## config.mk

```make
export PLATFORM = sky130hd
export DESIGN_NAME = acc_unit_flat
export DESIGN_NICKNAME = d
export VERILOG_FILES = /design/src/rtl/acc_pkg.sv /design/src/rtl/acc_unit_if.sv /design/src/rtl/acc_alu.sv /design/src/rtl/acc_unit.sv /design/src/flat_wrapper.sv
export SDC_FILE = /design/constraint.sdc
export NUM_CORES = 1
export LEC_CHECK = 0
export ABC_CLOCK_PERIOD_IN_PS = 6000
export CAP_MARGIN = 10
export CORE_AREA = 3 3 131 133
export CTS_CLUSTER_SIZE = 10
export DETAILED_ROUTE_END_ITERATION = 7
export DIE_AREA = 0 0 134 136
export GPL_TIMING_DRIVEN = 0
export PLACE_DENSITY_LB_ADDON = 0.3
export SLEW_MARGIN = 20
export SYNTH_ARGS = -nofsm -noshare
export SYNTH_HDL_FRONTEND = slang
export SYNTH_HIERARCHICAL = 1
export SYNTH_SLANG_ARGS = --single-unit
```

## constraint.sdc

```tcl
create_clock -name clk -period 6 [get_ports clk]
set_clock_uncertainty 0.05 [all_clocks]
set_input_delay 0.6 -clock clk [delete_from_list [all_inputs] [get_ports clk]]
set_output_delay 0.6 -clock clk [all_outputs]
set_load 0.005 [all_outputs]
```

## src/rtl/acc_pkg.sv

```systemverilog
// Shared types for the accumulator unit: opcode and shift-FSM state encodings.
package acc_pkg;

    typedef enum logic [3:0] {
        OpNop   = 4'd0,
        OpLoad  = 4'd1,
        OpLdimm = 4'd2,
        OpInc   = 4'd3,
        OpDec   = 4'd4,
        OpComp  = 4'd5,
        OpZero  = 4'd6,
        OpAdd   = 4'd7,
        OpSub   = 4'd8,
        OpAnd   = 4'd9,
        OpOr    = 4'd10,
        OpXor   = 4'd11,
        OpShr   = 4'd12,
        OpShl   = 4'd13,
        OpRor   = 4'd14,
        OpRsvd  = 4'd15
    } acc_op_e;

    typedef enum logic [0:0] {
        StIdle  = 1'b0,
        StShift = 1'b1
    } acc_state_e;

    // Multi-bit shift/rotate opcodes run one bit per cycle.
    function automatic logic is_shift_op(acc_op_e op);
        return (op == OpShr) || (op == OpShl) || (op == OpRor);
    endfunction

endpackage

```

## src/rtl/acc_unit_if.sv

```systemverilog
// Controller <-> accumulator handshake and data bus.
interface acc_unit_if
    import acc_pkg::*;
#(
    parameter int unsigned WIDTH   = 16,
    parameter int unsigned IMM_W   = 8,
    parameter int unsigned SHAMT_W = $clog2(WIDTH)
) ();

    logic               op_valid;
    logic               op_ready;
    acc_op_e            op;
    logic [WIDTH-1:0]   data_in;
    logic [IMM_W-1:0]   imm;
    logic [SHAMT_W-1:0] shamt;
    logic [WIDTH-1:0]   acc_out;
    logic               done;
    logic               zero_flag;
    logic               neg_flag;
    logic               carry_flag;
    logic               ovf_flag;

    modport master (
        output op_valid, op, data_in, imm, shamt,
        input  op_ready, acc_out, done, zero_flag, neg_flag, carry_flag, ovf_flag
    );

    modport slave (
        input  op_valid, op, data_in, imm, shamt,
        output op_ready, acc_out, done, zero_flag, neg_flag, carry_flag, ovf_flag
    );

endinterface

```

## src/rtl/acc_alu.sv

```systemverilog
// Combinational single-cycle result and flags for every non-iterating opcode.
module acc_alu
    import acc_pkg::*;
#(
    parameter int unsigned WIDTH = 16,
    parameter int unsigned IMM_W = 8
) (
    input  acc_op_e          op_i,
    input  logic [WIDTH-1:0] acc_i,
    input  logic [WIDTH-1:0] data_i,
    input  logic [IMM_W-1:0] imm_i,
    output logic [WIDTH-1:0] res_o,
    output logic             carry_o,
    output logic             ovf_o,
    output logic             flags_we_o
);

    logic                    is_sub;
    logic [WIDTH-1:0]        operand;
    logic [WIDTH:0]          sum;
    logic signed [IMM_W-1:0] imm_s;
    logic                    add_ovf;
    logic                    sub_ovf;

    // INC/DEC reuse the adder with a constant one; bit WIDTH is carry or borrow.
    assign is_sub  = (op_i == OpDec) || (op_i == OpSub);
    assign operand = ((op_i == OpInc) || (op_i == OpDec)) ? WIDTH'(1) : data_i;
    assign sum     = is_sub ? ({1'b0, acc_i} - {1'b0, operand})
                            : ({1'b0, acc_i} + {1'b0, operand});
    assign imm_s   = imm_i;

    assign add_ovf = (acc_i[WIDTH-1] == operand[WIDTH-1]) && (sum[WIDTH-1] != acc_i[WIDTH-1]);
    assign sub_ovf = (acc_i[WIDTH-1] != operand[WIDTH-1]) && (sum[WIDTH-1] != acc_i[WIDTH-1]);

    // Opcode decode; shifts land here only with a zero count (acc kept, flags cleared).
    always_comb begin
        res_o      = acc_i;
        carry_o    = 1'b0;
        ovf_o      = 1'b0;
        flags_we_o = 1'b1;
        unique case (op_i)
            OpLoad:  res_o = data_i;
            OpLdimm: res_o = WIDTH'(imm_s);
            OpInc, OpAdd: begin
                res_o   = sum[WIDTH-1:0];
                carry_o = sum[WIDTH];
                ovf_o   = add_ovf;
            end
            OpDec, OpSub: begin
                res_o   = sum[WIDTH-1:0];
                carry_o = sum[WIDTH];
                ovf_o   = sub_ovf;
            end
            OpComp:  res_o = ~acc_i;
            OpZero:  res_o = '0;
            OpAnd:   res_o = acc_i & data_i;
            OpOr:    res_o = acc_i | data_i;
            OpXor:   res_o = acc_i ^ data_i;
            OpShr, OpShl, OpRor: res_o = acc_i;
            OpNop, OpRsvd: flags_we_o = 1'b0;
            default: flags_we_o = 1'b0;
        endcase
    end

endmodule

```

## src/rtl/acc_unit.sv

```systemverilog
// Accumulator unit: registers, handshake and the bit-serial shift/rotate FSM.
module acc_unit
    import acc_pkg::*;
#(
    parameter int unsigned WIDTH   = 16,
    parameter int unsigned IMM_W   = 8,
    parameter int unsigned SHAMT_W = $clog2(WIDTH)
) (
    input logic       clk,
    input logic       rst,
    acc_unit_if.slave bus
);

    acc_state_e         state_q;
    acc_op_e            sh_op_q;
    logic [SHAMT_W-1:0] cnt_q;
    logic [WIDTH-1:0]   acc_q;
    logic               carry_q;
    logic               ovf_q;
    logic               done_q;

    logic               accept;
    logic [WIDTH-1:0]   alu_res;
    logic               alu_carry;
    logic               alu_ovf;
    logic               alu_flags_we;
    acc_op_e            step_op;
    logic [WIDTH-1:0]   step_res;
    logic               step_c;

    assign accept = bus.op_valid && (state_q == StIdle);

    acc_alu #(
        .WIDTH (WIDTH),
        .IMM_W (IMM_W)
    ) u_alu (
        .op_i       (bus.op),
        .acc_i      (acc_q),
        .data_i     (bus.data_in),
        .imm_i      (bus.imm),
        .res_o      (alu_res),
        .carry_o    (alu_carry),
        .ovf_o      (alu_ovf),
        .flags_we_o (alu_flags_we)
    );

    // One shift/rotate step; the first step uses the opcode being accepted.
    always_comb begin
        step_op  = (state_q == StIdle) ? bus.op : sh_op_q;
        step_res = acc_q;
        step_c   = 1'b0;
        unique case (step_op)
            OpShr: begin
                step_res = {acc_q[WIDTH-1], acc_q[WIDTH-1:1]};
                step_c   = acc_q[0];
            end
            OpShl: begin
                step_res = {acc_q[WIDTH-2:0], 1'b0};
                step_c   = acc_q[WIDTH-1];
            end
            OpRor: begin
                step_res = {acc_q[0], acc_q[WIDTH-1:1]};
                step_c   = acc_q[0];
            end
            default: begin
            end
        endcase
    end

    // State, accumulator, flags and done pulse; cnt_q counts steps still to run.
    always_ff @(posedge clk) begin
        if (rst) begin
            state_q <= StIdle;
            sh_op_q <= OpNop;
            cnt_q   <= '0;
            acc_q   <= '0;
            carry_q <= 1'b0;
            ovf_q   <= 1'b0;
            done_q  <= 1'b0;
        end else begin
            done_q <= 1'b0;
            unique case (state_q)
                StIdle: begin
                    if (accept) begin
                        if (is_shift_op(bus.op) && (bus.shamt != '0)) begin
                            acc_q   <= step_res;
                            carry_q <= step_c;
                            ovf_q   <= 1'b0;
                            sh_op_q <= bus.op;
                            if (bus.shamt == SHAMT_W'(1)) begin
                                done_q <= 1'b1;
                            end else begin
                                state_q <= StShift;
                                cnt_q   <= bus.shamt - SHAMT_W'(1);
                            end
                        end else begin
                            done_q <= 1'b1;
                            acc_q  <= alu_res;
                            if (alu_flags_we) begin
                                carry_q <= alu_carry;
                                ovf_q   <= alu_ovf;
                            end
                        end
                    end
                end
                StShift: begin
                    acc_q   <= step_res;
                    carry_q <= step_c;
                    cnt_q   <= cnt_q - SHAMT_W'(1);
                    if (cnt_q == SHAMT_W'(1)) begin
                        state_q <= StIdle;
                        done_q  <= 1'b1;
                    end
                end
                default: state_q <= StIdle;
            endcase
        end
    end

    assign bus.op_ready   = (state_q == StIdle);
    assign bus.acc_out    = acc_q;
    assign bus.done       = done_q;
    assign bus.zero_flag  = (acc_q == '0);
    assign bus.neg_flag   = acc_q[WIDTH-1];
    assign bus.carry_flag = carry_q;
    assign bus.ovf_flag   = ovf_q;

endmodule

```

## src/flat_wrapper.sv

```systemverilog
// flat-port wrapper written by rule: the top's interface ports become plain ports
module acc_unit_flat import acc_pkg::*;
#(
    parameter int unsigned WIDTH   = 16,
    parameter int unsigned IMM_W   = 8,
    parameter int unsigned SHAMT_W = $clog2(WIDTH)
)
  (clk, rst, bus_op_valid, bus_op, bus_data_in, bus_imm, bus_shamt, bus_op_ready, bus_acc_out, bus_done, bus_zero_flag, bus_neg_flag, bus_carry_flag, bus_ovf_flag);
  acc_unit_if #(.WIDTH(WIDTH), .IMM_W(IMM_W), .SHAMT_W(SHAMT_W)) bus_i ();
  input logic clk;
  input logic rst;
  input wire logic [$bits(bus_i.op_valid)-1:0] bus_op_valid;
  input wire logic [$bits(bus_i.op)-1:0] bus_op;
  input wire logic [$bits(bus_i.data_in)-1:0] bus_data_in;
  input wire logic [$bits(bus_i.imm)-1:0] bus_imm;
  input wire logic [$bits(bus_i.shamt)-1:0] bus_shamt;
  output wire logic [$bits(bus_i.op_ready)-1:0] bus_op_ready;
  output wire logic [$bits(bus_i.acc_out)-1:0] bus_acc_out;
  output wire logic [$bits(bus_i.done)-1:0] bus_done;
  output wire logic [$bits(bus_i.zero_flag)-1:0] bus_zero_flag;
  output wire logic [$bits(bus_i.neg_flag)-1:0] bus_neg_flag;
  output wire logic [$bits(bus_i.carry_flag)-1:0] bus_carry_flag;
  output wire logic [$bits(bus_i.ovf_flag)-1:0] bus_ovf_flag;
  assign bus_i.op_valid = bus_op_valid;
  assign bus_i.op = bus_op;
  assign bus_i.data_in = bus_data_in;
  assign bus_i.imm = bus_imm;
  assign bus_i.shamt = bus_shamt;
  assign bus_op_ready = bus_i.op_ready;
  assign bus_acc_out = bus_i.acc_out;
  assign bus_done = bus_i.done;
  assign bus_zero_flag = bus_i.zero_flag;
  assign bus_neg_flag = bus_i.neg_flag;
  assign bus_carry_flag = bus_i.carry_flag;
  assign bus_ovf_flag = bus_i.ovf_flag;
  acc_unit #(.WIDTH(WIDTH), .IMM_W(IMM_W), .SHAMT_W(SHAMT_W)) u_core (.clk(clk), .rst(rst), .bus(bus_i));
endmodule
```

==> summary.md <==
| Metric | Value |
|---|---|
| Post-synth top area cell | `ha_1` |
| Total Die Area | `18200 um^2` |
| RSZ-0062 raised after global routing | `no` |
| Run status | `completed` |
| Top Ports | `57` |
| Starting density of the core | `30.0%` |
| Share of layout cells above drive strength 1 | `7.92%` |
| Worst Path Arrival | `5800 ps` |
| Maximum clock insertion buffer count | `2` |
| Reg-to-reg startpoint | `u_core/bus.acc_out[0]` |
| Syn nets | `750` |
| # DRC | `0` |
| Leakage | `2.23 nW` |
| First-pass GRT wire length | `28400 um` |
| DRT Pass-1 Iters | `5` |
| Pwr/cell area | `161 nW/um^2` |
| Post-synthesis register bit count | `28` |
| Num rows | `46` |
| Post-synth EDFFs | `0` |
| DR vias/cell | `5.85` |
| Final setup fails | `0` |
| Final worst-path cycle share | `94.5%` |
| Distinct cell type count after synthesis | `88` |
| Initial DRC count | `500` |
| Final Util | `36.0%` |
| Fin crit period | `5670 ps` |
| CP Capture Type | `flip-flop` |
| WS Path Type | `in2reg` |
| Vias | `5479` |
| Fin nets | `810` |
| Primary FF master, synth | `dfxtp_1` |
| Crit path required time | `6130 ps` |
| Syn Inst Count | `661` |
| Detailed placement HPWL | `14300 um` |
| IO buf count | `55` |
| Clock Latency Late Sink | `270 ps` |
| Final Instance Area | `5740 um^2` |
| Tightest Pin Transition | `994 ps` |
| GRT Total Usage | `19.5%` |
| Worst Setup SP | `bus_op[3]` |
| Placed instance area | `5610 um^2` |
| Setup TNS | `0 ps` |
| WL/cell | `19.6 um` |
| Initial antenna violation count | `0` |
| Via count of the first global-routing pass | `4918` |
| Final Hold Vio Count | `0` |
| Die H | `136 um` |
| Max Slew Vio Count | `0` |
| Area grow syn2layout | `19.8%` |
| Non-Filler Instances | `936` |
| GRT overflow | `0` |
| Synthesis Warnings | `6` |
| Sequential fraction of the synthesis area | `11.7%` |
| Cts hold-fix bufs | `0` |
| Placed Cells | `932` |
| Average size of a mapped cell | `7.24 um^2` |
| Clock transition at the registers of the reported paths | `80 ps` |
| Capturing point of the worst reg2reg path | `u_core/bus.acc_out[12]` |
| Worst Setup Start Kind | `input port` |
| Worst-path maximum fanout | `11` |
| CTS Buf Count | `3` |
| Total power draw | `0.000925 W` |
| Synth area leaders | `ha_1 14%, dfxtp_1 12%, a21oi_1 5.4%` |
| Critical Path End | `u_core/bus.acc_out[15]` |
| Post-synthesis async set-or-reset flop share | `0%` |
| CTS tree | `done` |
| Clk root buf | `clkbuf_16` |
| Post-CTS Setup Inserts | `0` |
| Final ANT Viol Nets | `0` |
| Yosys top cell area share | `13.8%` |
| Fmax | `176 MHz` |
| FF-to-FF setup slack | `2740 ps` |
| Slew HR | `33.3%` |
| Max Cap Viol | `0` |
| Largest net degree at the start of global routing | `17` |
| Detailed Route WL | `18400 um` |
| Clock sink count | `28` |
| CORE AREA | `15900 um^2` |
| Cells on worst reg2reg path | `11` |
| Antenna Diode Count | `0` |
| Htree depth | `1` |
| DIE WIDTH | `134 um` |
| Peak VDD IR | `0.111 mV` |
| Global placement routability congestion | `0.975` |
| Synth Cell Area | `4790 um^2` |
| Hold Crit Class | `reg2reg` |
cells in the mapped netlist, types with 4 or more instances:
cell       count
nor2_1        55
o2bb2ai_1     16
xnor2_1        8
a221o_1        4
a22oi_1       10
nand2_1       52
o31ai_1        5
o211ai_1       7
inv_1         51
nand4_1        4
nor3_1        18
clkbuf_1      20
a211oi_1       6
buf_4          4
or3_1          4
buf_1          4
a31oi_1       13
nand2b_1      11
buf_2          9
and2_1         6
nand3_1       11
o22ai_1       11
o21ai_0       46
mux2i_1        8
dfxtp_1       28
a221oi_1      21
nor4_1         5
mux2_2         5
nor2b_1       10
a21o_1         8
xor2_1         8
a21oi_1       52
ha_1          53
flip-flops by register name (all words and copies together), names as in the netlist:
| register | cells |
|---|---|
| u_core/state_q | 1 |
| u_core/bus.acc_out | 16 |
| u_core/cnt_q | 4 |
| u_core/bus.ovf_flag | 1 |
| u_core/bus.carry_flag | 1 |
| u_core/sh_op_q | 4 |
| u_core/bus.done | 1 |
layer usage:
| layer | track usage [%] | part of all wire [%] |
|---|---|---|
| met1 | 28.6 | 47 |
| met5 | 0 | 0 |
| met4 | 5.83 | 2.7 |
| met3 | 2.63 | 6.8 |
| met2 | 29.6 | 43 |
worst min-delay path by stage:
stage / from / endpoint / slack, ps / depth (start not counted)
floorplan: u_core/sh_op_q[3] / u_core/sh_op_q[3] / 400 / 2
global placement: u_core/sh_op_q[2] / u_core/sh_op_q[2] / 420 / 2
detailed placement: u_core/sh_op_q[3] / u_core/sh_op_q[3] / 430 / 2
CTS: u_core/sh_op_q[2] / u_core/sh_op_q[2] / 440 / 2
global route: u_core/sh_op_q[2] / u_core/sh_op_q[2] / 470 / 2
finish: u_core/sh_op_q[3] / u_core/sh_op_q[3] / 440 / 2
where the power goes:
group	internal (W)	switching [W]	total, W	leakage [nW]
registers	0.000202	0.0000448	0.000247	0.229
clock network	0.000133	0.0000669	0.000200	0.0511
logic	0.000205	0.000274	0.000479	1.95
total	0.000539	0.000386	0.000925	2.23
logic make-up (layout without fill, tap and decap cells):
group	after synthesis	after routing	share of synthesized area (%)
xor+xnor	16	16	2.93
compound gates	248	248	36.1
flops	28	28	11.7
mux	14	14	3.08
buf+inv	90	149	7.92
fa+ha+maj	54	54	14.3
simple gates	211	211	24.0
placed cells by master, fill, tap and decap left out, drive strengths merged, types with 4 or more instances in the layout:
| cell type | synthesis | final |
|---|---|---|
| a211oi | 6 | 6 |
| a21o | 8 | 8 |
| a21oi | 53 | 53 |
| a221o | 4 | 4 |
| a221oi | 21 | 21 |
| a22oi | 10 | 10 |
| a31oi | 14 | 14 |
| and2 | 8 | 8 |
| buf | 19 | 19 |
| clkbuf | 20 | 23 |
| clkdlybuf4s50 | 0 | 54 |
| dfxtp | 28 | 28 |
| ha | 53 | 53 |
| inv | 51 | 51 |
| mux2 | 6 | 6 |
| mux2i | 8 | 8 |
| nand2 | 52 | 52 |
| nand2b | 11 | 11 |
| nand3 | 12 | 12 |
| nand4 | 5 | 5 |
| nor2 | 55 | 55 |
| nor2b | 11 | 11 |
| nor3 | 19 | 19 |
| nor3b | 4 | 4 |
| nor4 | 8 | 8 |
| o211ai | 7 | 7 |
| o21ai | 49 | 49 |
| o22ai | 12 | 12 |
| o2bb2ai | 16 | 16 |
| o31ai | 7 | 7 |
| or3 | 4 | 4 |
| or4 | 4 | 4 |
| xnor2 | 8 | 8 |
| xor2 | 8 | 8 |
area by class of cell:
| cell class | instances | area, um^2 |
|---|---|---|
| inverter | 51 | 191 |
| multi-input combinational | 543 | 3860 |
| clock buffer | 3 | 75.1 |
| tap | 216 | 270 |
| fill | 1742 | 10200 |
| clock inverter | 1 | 30.0 |
| buffer | 39 | 193 |
| timing repair buffer | 55 | 553 |
| sequential | 28 | 561 |
timing repair:
action,4_1_cts,5_1_grt
endpoints found under the setup margin,0,7
resized for setup,0,11
endpoints found under the hold margin,0,0
worst max-delay path, cell delays in order:
cell	delay (ps)
clkdlybuf4s50_1	800
clkbuf_1	420
a21o_1	290
clkbuf_2	310
nand2_1	130
inv_1	70
ha_1	190
clkbuf_2	270
a21oi_1	110
o31a_1	260
ha_1	370
o211a_1	190
o31ai_1	140
a21oi_1	440
a31oi_2	210
xor2_2	220
a21boi_1	240
nor2_1	60
a22o_1	190
a221oi_1	260
stage by stage:
step,setup WS (ps),hold slack [ps]
global placement,-222,418
global route,21.5,474
CTS,34.0,439
floorplan,1520,403
finish,329,438
detailed placement,-193,429
Note: power is estimated with default switching activity, not from simulation.
